## src/rtl/perf_mon_pkg.sv

```systemverilog
`default_nettype none
// ============================================================================
// Module   : perf_mon_pkg
// Purpose  : Shared constants, types and helpers for the perf-test kernel
//            latency monitors and the AXI-Lite register hub that reads them.
// Contents : ID_WIDTH_DEF / TS_WIDTH_DEF / SUM_WIDTH_DEF default widths,
//            CNT_WIDTH completion-counter width, lat_stats_t statistics
//            record, cnt_sat_inc saturating counter increment.
// Revision : 1.0 - initial release
// ============================================================================
package perf_mon_pkg;

  localparam int ID_WIDTH_DEF  = 5;
  localparam int TS_WIDTH_DEF  = 32;
  localparam int SUM_WIDTH_DEF = 64;
  localparam int CNT_WIDTH     = 32;

  // Snapshot of one monitor's statistics as the register hub sees them.
  typedef struct packed {
    logic [CNT_WIDTH-1:0]     count;
    logic [SUM_WIDTH_DEF-1:0] total;
    logic [TS_WIDTH_DEF-1:0]  lat_min;
    logic [TS_WIDTH_DEF-1:0]  lat_max;
  } lat_stats_t;

  // Increment that sticks at all ones instead of wrapping to zero.
  function automatic logic [CNT_WIDTH-1:0] cnt_sat_inc(input logic [CNT_WIDTH-1:0] value);
    logic [CNT_WIDTH-1:0] w_one;
    w_one = {{(CNT_WIDTH-1){1'b0}}, 1'b1};
    return (&value) ? value : value + w_one;
  endfunction

endpackage : perf_mon_pkg
`default_nettype wire

```

## src/rtl/lat_id_table.sv

```systemverilog
`default_nettype none
// ============================================================================
// Module   : lat_id_table
// Purpose  : Per-ID open-transaction table for the latency monitor. Holds a
//            valid bit and the request timestamp for each AXI ID, resolves
//            same-cycle request/completion on one ID, counts open entries
//            and raises the sticky orphan / reuse error flags.
// Ports    : clk, rst, clear      - clock, sync reset, stats/table clear
//            req_valid, req_id    - accepted request strobe and its ID
//            cpl_valid, cpl_id    - completion strobe and its ID
//            ts_now               - current free-running timestamp
//            cpl_hit              - completion matched an open entry
//            cpl_ts               - timestamp stored for cpl_id
//            outstanding          - number of open entries
//            err_orphan/err_reuse - sticky error flags
// Revision : 1.0 - initial release
// ============================================================================
module lat_id_table
  import perf_mon_pkg::*;
#(
  parameter int ID_WIDTH = ID_WIDTH_DEF,
  parameter int TS_WIDTH = TS_WIDTH_DEF
) (
  input  logic                clk,
  input  logic                rst,
  input  logic                clear,
  input  logic                req_valid,
  input  logic [ID_WIDTH-1:0] req_id,
  input  logic                cpl_valid,
  input  logic [ID_WIDTH-1:0] cpl_id,
  input  logic [TS_WIDTH-1:0] ts_now,
  output logic                cpl_hit,
  output logic [TS_WIDTH-1:0] cpl_ts,
  output logic [ID_WIDTH:0]   outstanding,
  output logic                err_orphan,
  output logic                err_reuse
);

  localparam int            c_depth = 2 ** ID_WIDTH;
  localparam logic [ID_WIDTH:0] c_one = {{ID_WIDTH{1'b0}}, 1'b1};

  logic [c_depth-1:0]  r_valid;
  logic [TS_WIDTH-1:0] r_ts_mem [c_depth];
  logic [ID_WIDTH:0]   r_outstanding;
  logic                r_err_orphan;
  logic                r_err_reuse;

  logic w_req_open;
  logic w_cpl_open;
  logic w_same_id;
  logic w_cpl_hit;
  logic w_cpl_orphan;
  logic w_req_reuse;
  logic w_req_new;

  always_comb begin
    w_req_open   = r_valid[req_id];
    w_cpl_open   = r_valid[cpl_id];
    w_same_id    = req_valid & cpl_valid & (req_id == cpl_id);
    w_cpl_hit    = cpl_valid & w_cpl_open;
    w_cpl_orphan = cpl_valid & ~w_cpl_open;
    // A request landing on the entry its own-cycle completion is closing is
    // a legal back-to-back reuse, not an error.
    w_req_reuse  = req_valid & w_req_open & ~w_same_id;
    // The request counts as a fresh open when the entry is closed, or when
    // the same-cycle completion closes it first; the latter cancels the
    // completion's decrement so outstanding stays put.
    w_req_new    = req_valid & (~w_req_open | w_same_id);
  end

  always_ff @(posedge clk) begin
    if (rst || clear) begin
      r_valid       <= '0;
      r_outstanding <= '0;
      r_err_orphan  <= 1'b0;
      r_err_reuse   <= 1'b0;
    end else begin
      // Completion clears first so a same-ID request re-sets the bit.
      if (w_cpl_hit) begin
        r_valid[cpl_id] <= 1'b0;
      end
      if (req_valid) begin
        r_valid[req_id] <= 1'b1;
      end

      case ({w_req_new, w_cpl_hit})
        2'b10:   r_outstanding <= r_outstanding + c_one;
        2'b01:   r_outstanding <= r_outstanding - c_one;
        default: r_outstanding <= r_outstanding;
      endcase

      if (w_cpl_orphan) begin
        r_err_orphan <= 1'b1;
      end
      if (w_req_reuse) begin
        r_err_reuse <= 1'b1;
      end
    end
  end

  // Timestamp RAM needs no reset: entries are only read behind a valid bit.
  // A reused ID simply takes the newest request's timestamp.
  always_ff @(posedge clk) begin
    if (!rst && !clear && req_valid) begin
      r_ts_mem[req_id] <= ts_now;
    end
  end

  // Read of the old timestamp happens before the same-cycle write lands.
  assign cpl_hit     = w_cpl_hit;
  assign cpl_ts      = r_ts_mem[cpl_id];
  assign outstanding = r_outstanding;
  assign err_orphan  = r_err_orphan;
  assign err_reuse   = r_err_reuse;

endmodule : lat_id_table
`default_nettype wire

```

## src/rtl/axi_latency_monitor.sv

```systemverilog
`default_nettype none
// ============================================================================
// Module   : axi_latency_monitor
// Purpose  : Per-transaction latency monitor for one AXI request/completion
//            channel pair (AR->R-last or AW->B). Timestamps each accepted
//            request by ID, measures the latency at completion and keeps
//            count / total / min / max statistics for the register hub.
// Ports    : clk, rst            - kernel clock, sync active-high reset
//            clear               - engine start pulse, clears stats + table
//            req_valid, req_id   - accepted request strobe and ID
//            cpl_valid, cpl_id   - completion strobe and ID
//            cpl_count           - completions measured (saturating)
//            lat_total           - latency sum (saturating)
//            lat_min, lat_max    - extreme latencies seen
//            outstanding         - open table entries
//            err_orphan          - sticky: completion without open entry
//            err_reuse           - sticky: request on an already open ID
// Revision : 1.0 - initial release
// ============================================================================
module axi_latency_monitor
  import perf_mon_pkg::*;
#(
  parameter int ID_WIDTH  = ID_WIDTH_DEF,
  parameter int TS_WIDTH  = TS_WIDTH_DEF,
  parameter int SUM_WIDTH = SUM_WIDTH_DEF
) (
  input  logic                 clk,
  input  logic                 rst,
  input  logic                 clear,
  input  logic                 req_valid,
  input  logic [ID_WIDTH-1:0]  req_id,
  input  logic                 cpl_valid,
  input  logic [ID_WIDTH-1:0]  cpl_id,
  output logic [31:0]          cpl_count,
  output logic [SUM_WIDTH-1:0] lat_total,
  output logic [TS_WIDTH-1:0]  lat_min,
  output logic [TS_WIDTH-1:0]  lat_max,
  output logic [ID_WIDTH:0]    outstanding,
  output logic                 err_orphan,
  output logic                 err_reuse
);

  localparam logic [TS_WIDTH-1:0] c_ts_one = {{(TS_WIDTH-1){1'b0}}, 1'b1};
  localparam int                  c_pad    = SUM_WIDTH + 1 - TS_WIDTH;

  // Free-running timestamp; clear deliberately leaves it running.
  logic [TS_WIDTH-1:0] r_ts;

  always_ff @(posedge clk) begin
    if (rst) begin
      r_ts <= '0;
    end else begin
      r_ts <= r_ts + c_ts_one;
    end
  end

  logic                w_cpl_hit;
  logic [TS_WIDTH-1:0] w_cpl_ts;

  lat_id_table #(
    .ID_WIDTH (ID_WIDTH),
    .TS_WIDTH (TS_WIDTH)
  ) u_table (
    .clk         (clk),
    .rst         (rst),
    .clear       (clear),
    .req_valid   (req_valid),
    .req_id      (req_id),
    .cpl_valid   (cpl_valid),
    .cpl_id      (cpl_id),
    .ts_now      (r_ts),
    .cpl_hit     (w_cpl_hit),
    .cpl_ts      (w_cpl_ts),
    .outstanding (outstanding),
    .err_orphan  (err_orphan),
    .err_reuse   (err_reuse)
  );

  // Stage 1: latency of the completion seen last cycle. Modulo subtraction
  // keeps it correct across a timestamp wrap.
  logic                r_s1_valid;
  logic [TS_WIDTH-1:0] r_s1_lat;

  always_ff @(posedge clk) begin
    if (rst || clear) begin
      r_s1_valid <= 1'b0;
      r_s1_lat   <= '0;
    end else begin
      r_s1_valid <= w_cpl_hit;
      r_s1_lat   <= r_ts - w_cpl_ts;
    end
  end

  // Stage 2: fold the latency into the statistics.
  logic [31:0]          r_cpl_count;
  logic [SUM_WIDTH-1:0] r_lat_total;
  logic [TS_WIDTH-1:0]  r_lat_min;
  logic [TS_WIDTH-1:0]  r_lat_max;
  logic [SUM_WIDTH:0]   w_sum_ext;

  // One extra bit catches the carry that triggers saturation.
  assign w_sum_ext = {1'b0, r_lat_total} + {{c_pad{1'b0}}, r_s1_lat};

  always_ff @(posedge clk) begin
    if (rst || clear) begin
      r_cpl_count <= '0;
      r_lat_total <= '0;
      r_lat_min   <= '1;
      r_lat_max   <= '0;
    end else if (r_s1_valid) begin
      r_cpl_count <= cnt_sat_inc(r_cpl_count);
      r_lat_total <= w_sum_ext[SUM_WIDTH] ? '1 : w_sum_ext[SUM_WIDTH-1:0];
      if (r_s1_lat < r_lat_min) begin
        r_lat_min <= r_s1_lat;
      end
      if (r_s1_lat > r_lat_max) begin
        r_lat_max <= r_s1_lat;
      end
    end
  end

  assign cpl_count = r_cpl_count;
  assign lat_total = r_lat_total;
  assign lat_min   = r_lat_min;
  assign lat_max   = r_lat_max;

endmodule : axi_latency_monitor
`default_nettype wire
```

## config.mk

```make
export PLATFORM = sky130hd
export DESIGN_NAME = axi_latency_monitor
export DESIGN_NICKNAME = d
export VERILOG_FILES = /design/src/rtl/perf_mon_pkg.sv /design/src/rtl/lat_id_table.sv /design/src/rtl/axi_latency_monitor.sv
export SDC_FILE = /design/constraint.sdc
export NUM_CORES = 2
export LEC_CHECK = 0
export BUFFER_PORTS_ARGS = -buffer_cell sky130_fd_sc_hd__buf_2
export CORE_UTILIZATION = 56
export DETAILED_ROUTE_END_ITERATION = 12
export GPL_ROUTABILITY_DRIVEN = 1
export MAX_ROUTING_LAYER = met4
export PLACE_DENSITY = 0.77
export SETUP_SLACK_MARGIN = 0.4
export SLEW_MARGIN = 20
export SYNTH_ARGS = -nofsm -noshare
export SYNTH_HDL_FRONTEND = slang
export SYNTH_SLANG_ARGS = --single-unit
```

## constraint.sdc

```tcl
create_clock -name clk -period 3.74 [get_ports clk]
set_clock_uncertainty 0.05 [all_clocks]
set_input_delay 0.187 -clock clk [delete_from_list [all_inputs] [get_ports clk]]
set_output_delay 0.187 -clock clk [all_outputs]
set_load 0.05 [all_outputs]
```

==> metrics.md <==
| Metric | Value |
|---|---|
| Sw frac | 22.3% |
| DRC viols | 0 |
| R2R Setup Slk | 90 ps |
| Final Critical Period | 3650 ps |
| EDFF count, synth | 1024 |
| Hold Path Class | input pin to flop |
| Main synth FF type | edfxtp_1 |
| CP Capture Type | flop |
| CTS tree | yes |
| Mean Syn Cell Area | 15.7 sq um |
| Routed vias | 35000 |
| Crit Path Class | flop to flop |
| Async SR Flop Fraction | 0% |
| Crit path required time | 4320 ps |
| Largest net degree at the start of global routing | 96 |
| Routed WL | 155 mm |
| Gr usage total | 32.6% |
| Post-route antenna net violation count | 0 |
| Final Hold Viols | 0 |
| Placer Congestion | 0.971 |
| Post-synthesis xor/xnor area fraction | 2.11% |
| Gate power share | 5.8% |
| Final Non-Filler Cells | 5275 |
| Mux share of post-synthesis cell area | 11.5% |
| Finished Core Util | 67.3% |
| Yosys cell types | 88 |
| Initial DRC count | 4580 |
| Root Buffer | clkbuf_16 |
| Most instantiated cells after synthesis | edfxtp_1 (1024), mux4_2 (272), dfxtp_1 (265) |
| Critical R2R Launch | u_table.r_ts_mem[31][3]$_DFFE_PP_ |
| Mapped cell area | 53900 sq um |
| Core Box Area | 95200 sq um |
| Post-synthesis sequential area ratio | 66.9% |
| # fillers | 6103 |
| Initial antenna violation count | 0 |
| Crit path buffers/inverters | 2 |
| Max incr delay on CP | 490 ps |
| Max Cap Viol | 0 |
| Pleak | 22.9 nW |
| Slew Limit Fails | 0 |
| Aggregate global routing overflow | 0 |
| Total Power | 30.2 mW |
| Pre-Repair DR Iteration Count | 5 |
| PortBufs | 182 |
| Clock Latency Late Sink | 780 ps |
| Top-area cell type share of the netlist area | 57.1% |
| Inserted Clock Buffers | 130 |
| Chip width | 312 microns |
| CP top delay family | compound AO/OA/AOI/OAI gates |
| Critical Path Start Type | flop |
| H-tree depth | 4 |
| Synth Area in Adders | 3.16% |
| Num rows | 113 |
| Area leader, netlist | edfxtp_1 |
| RR Endpoint | r_s1_lat[31]$_SDFF_PP0_ |
| First-pass GRT wire length | 224 mm |
| Main combinational cell family by area after synthesis | multiplexers |
| Clock Tree Buf Depth | 3 |
| Final period utilization | 97.5% |
| Placed Cells | 5017 |
| Register bit count reported by yosys | 1289 |
| Synth area leaders | edfxtp_1 (57%), mux4_2 (11%), dfxtp_1 (9.8%) |
| Pwr Density | 472 nW/um^2 |
| Final instance area | 64000 sq um |
| Clock network power share | 43.2% |
| # IOs | 183 |
| Synth Net Count | 3576 |
| Die area | 97400 sq um |
| Compound-Gate Fraction of Synth Area | 7.65% |
| Placed cell areas | 59100 sq um |
| Nets@finish | 4060 |
| Syn Inst Count | 3426 |
| Reg power frac | 51.0% |
| Top-count cell post-synth | edfxtp_1 |
| VDD IR max | 0.000351 V |
| # clock sinks | 1289 |
| Internal power | 23.5 mW |
| RSZ-0062 raised after global routing | true |
| Starting Density | 56.6% |
| Vias in the first global route | 34000 |
| Worst Setup EP | r_s1_lat[31]$_SDFF_PP0_ |
| Setup violations, final | 0 |
| N_diodes | 0 |
| Slew @ Worst Pin | 1040 ps |
| Max Fclk | 274 MHz |
| Area delta synth->final | 18.8% |
| Status | finished clean |
| Vias per inst | 6.64 |
| Layout cells sized above 1 | 28.8% |
| Crit path DAT | 4220 ps |
| Crit path launch | u_table.r_ts_mem[31][3]$_DFFE_PP_ |
| Worst Path Max Fanout | 3 |
| Stages on worst setup path | 15 |
| Relative slew slack | 30.4% |
| Slowest library cell on the worst path | mux4_2 |
| Reg2reg path depth | 15 |
| CP Cell Sequence | mux4_2 > a22o_1 > a221oi_1 > and3_1 > ha_2 > buf_4 > nor2_1 > a31oi_4 > a221oi_2 > buf_4 > a211oi_4 > o21ai_2 > a31o_2 > xnor2_2 > nor2_1 |
| Synth warnings | 0 |
| Routed len/inst | 29.4 microns |
| Post-DP HPWL | 92.9 mm |
| P_sw | 6.73 mW |
| Height of the die | 312 microns |
| Post-Synth Simple-Gate Area | 6.72% |
| Clock Pin Slew Worst Setup and Hold Paths | 60 ps |
## per-layer routing
| layer | up-vias | share of wire, % | GRT usage [%] |
|---|---|---|---|
| met5 | - | 0 | - |
| met2 | 2511 | 49 | 52.3 |
| met3 | 493 | 11 | 5.63 |
| met4 | 0 | 4.7 | 13.9 |
| met1 | 17500 | 36 | 41.2 |
| li1 | 14600 | - | - |
## metrics by stage
stage | hold slack [ps] | setup TNS (ps) | setup WS (ps)
final | 58.4 | 0 | 94.6
after global routing | 62.5 | -3.02 | -3.02
after CTS | 25.2 | 0 | 165
after detailed placement | 404 | -2690 | -265
after global placement | 400 | -1530 | -197
after floorplan | 278 | 0 | 214
## cell families after synthesis
logic type | Yosys count
buf+inv | 250
flops | 1289
compound gates | 615
simple gates | 726
mux | 281
xor+xnor | 130
fa+ha+maj | 135
## power groups by stage
stage | registers (mW) | clock network, mW | logic, mW
4_1_cts | 15.4 | 13.2 | 1.71
3_5_place_dp | 15.7 | 0 | 1.63
6_report | 15.4 | 13.1 | 1.76
2_1_floorplan | 15.7 | 0 | 1.02
3_3_place_gp | 15.7 | 0 | 1.61
5_1_grt | 15.4 | 13.7 | 1.85
## how the worst min path moves through the flow
stage,start,endpoint,slack (ps),cells after the start
global route,cpl_id[2],u_table.r_valid[19]$_SDFF_PP0_,60,5
detailed placement,u_table.err_orphan$_SDFFE_PP0P_,u_table.err_orphan$_SDFFE_PP0P_,400,2
finish,cpl_id[2],u_table.r_valid[19]$_SDFF_PP0_,60,5
global placement,u_table.err_orphan$_SDFFE_PP0P_,u_table.err_orphan$_SDFFE_PP0P_,400,2
floorplan,cpl_valid,u_table.err_orphan$_SDFFE_PP0P_,280,2
CTS,cpl_id[2],u_table.r_valid[19]$_SDFF_PP0_,30,5
## area by class of cell
class | instances | area, sq um | area share, %
tap | 1265 | 1580 | 2.47
sequential | 1289 | 36100 | 56.3
inverter | 83 | 312 | 0.487
timing repair buffer | 519 | 4220 | 6.59
clock inverter | 78 | 802 | 1.25
multi-input combinational | 1887 | 17600 | 27.5
clock buffer | 154 | 3440 | 5.38
## cell usage in the layout (no fill, tap or decap), types with 22 or more instances in the layout
cell type  count
edfxtp_1    1024
mux4_2       272
buf_4        268
dfxtp_1      262
nand2_1      184
buf_2        180
nor2_1       156
a21oi_1      131
clkbuf_16    131
ha_1         123
o21ai_0      112
nand3_1      108
a22oi_1       92
inv_1         81
xor2_1        68
buf_12        58
xnor2_1       55
nand4_1       49
a21o_1        49
nor2_4        37
and3_1        34
o31ai_1       33
a31o_2        28
nor3_1        24
clkinv_2      24
a22o_1        22
and4_1        22
clkinv_1      22
## worst register-to-register path, cell delays in order, from the launching register on
cell and delay (ps):
edfxtp_1 420, mux4_2 490, a22o_1 250, a221oi_1 240, and3_1 240, ha_2 270, buf_4 150, nor2_1 60
a31oi_4 270, a221oi_2 100, buf_4 150, a211oi_4 250, o21ai_2 110, a31o_2 280, xnor2_2 160, nor2_1 50
## sequential cells by signal (all words and copies together), names as in the netlist, 6 cells and up
register	count
lat_max	32
u_table.outstanding	6
r_ts	32
r_s1_lat	32
lat_total	64
u_table.r_valid	32
lat_min	32
cpl_count	32
u_table.r_ts_mem	1024
## repair_timing
action	4_1_cts	5_1_grt
setup buffers	4	16
resized for setup	40	45
cloned	0	0
hold buffers	6	0
pin swaps	28	36
endpoints found under the setup margin	24	71
endpoints found under the hold margin	40	0
(Power assumes the default switching activity.)
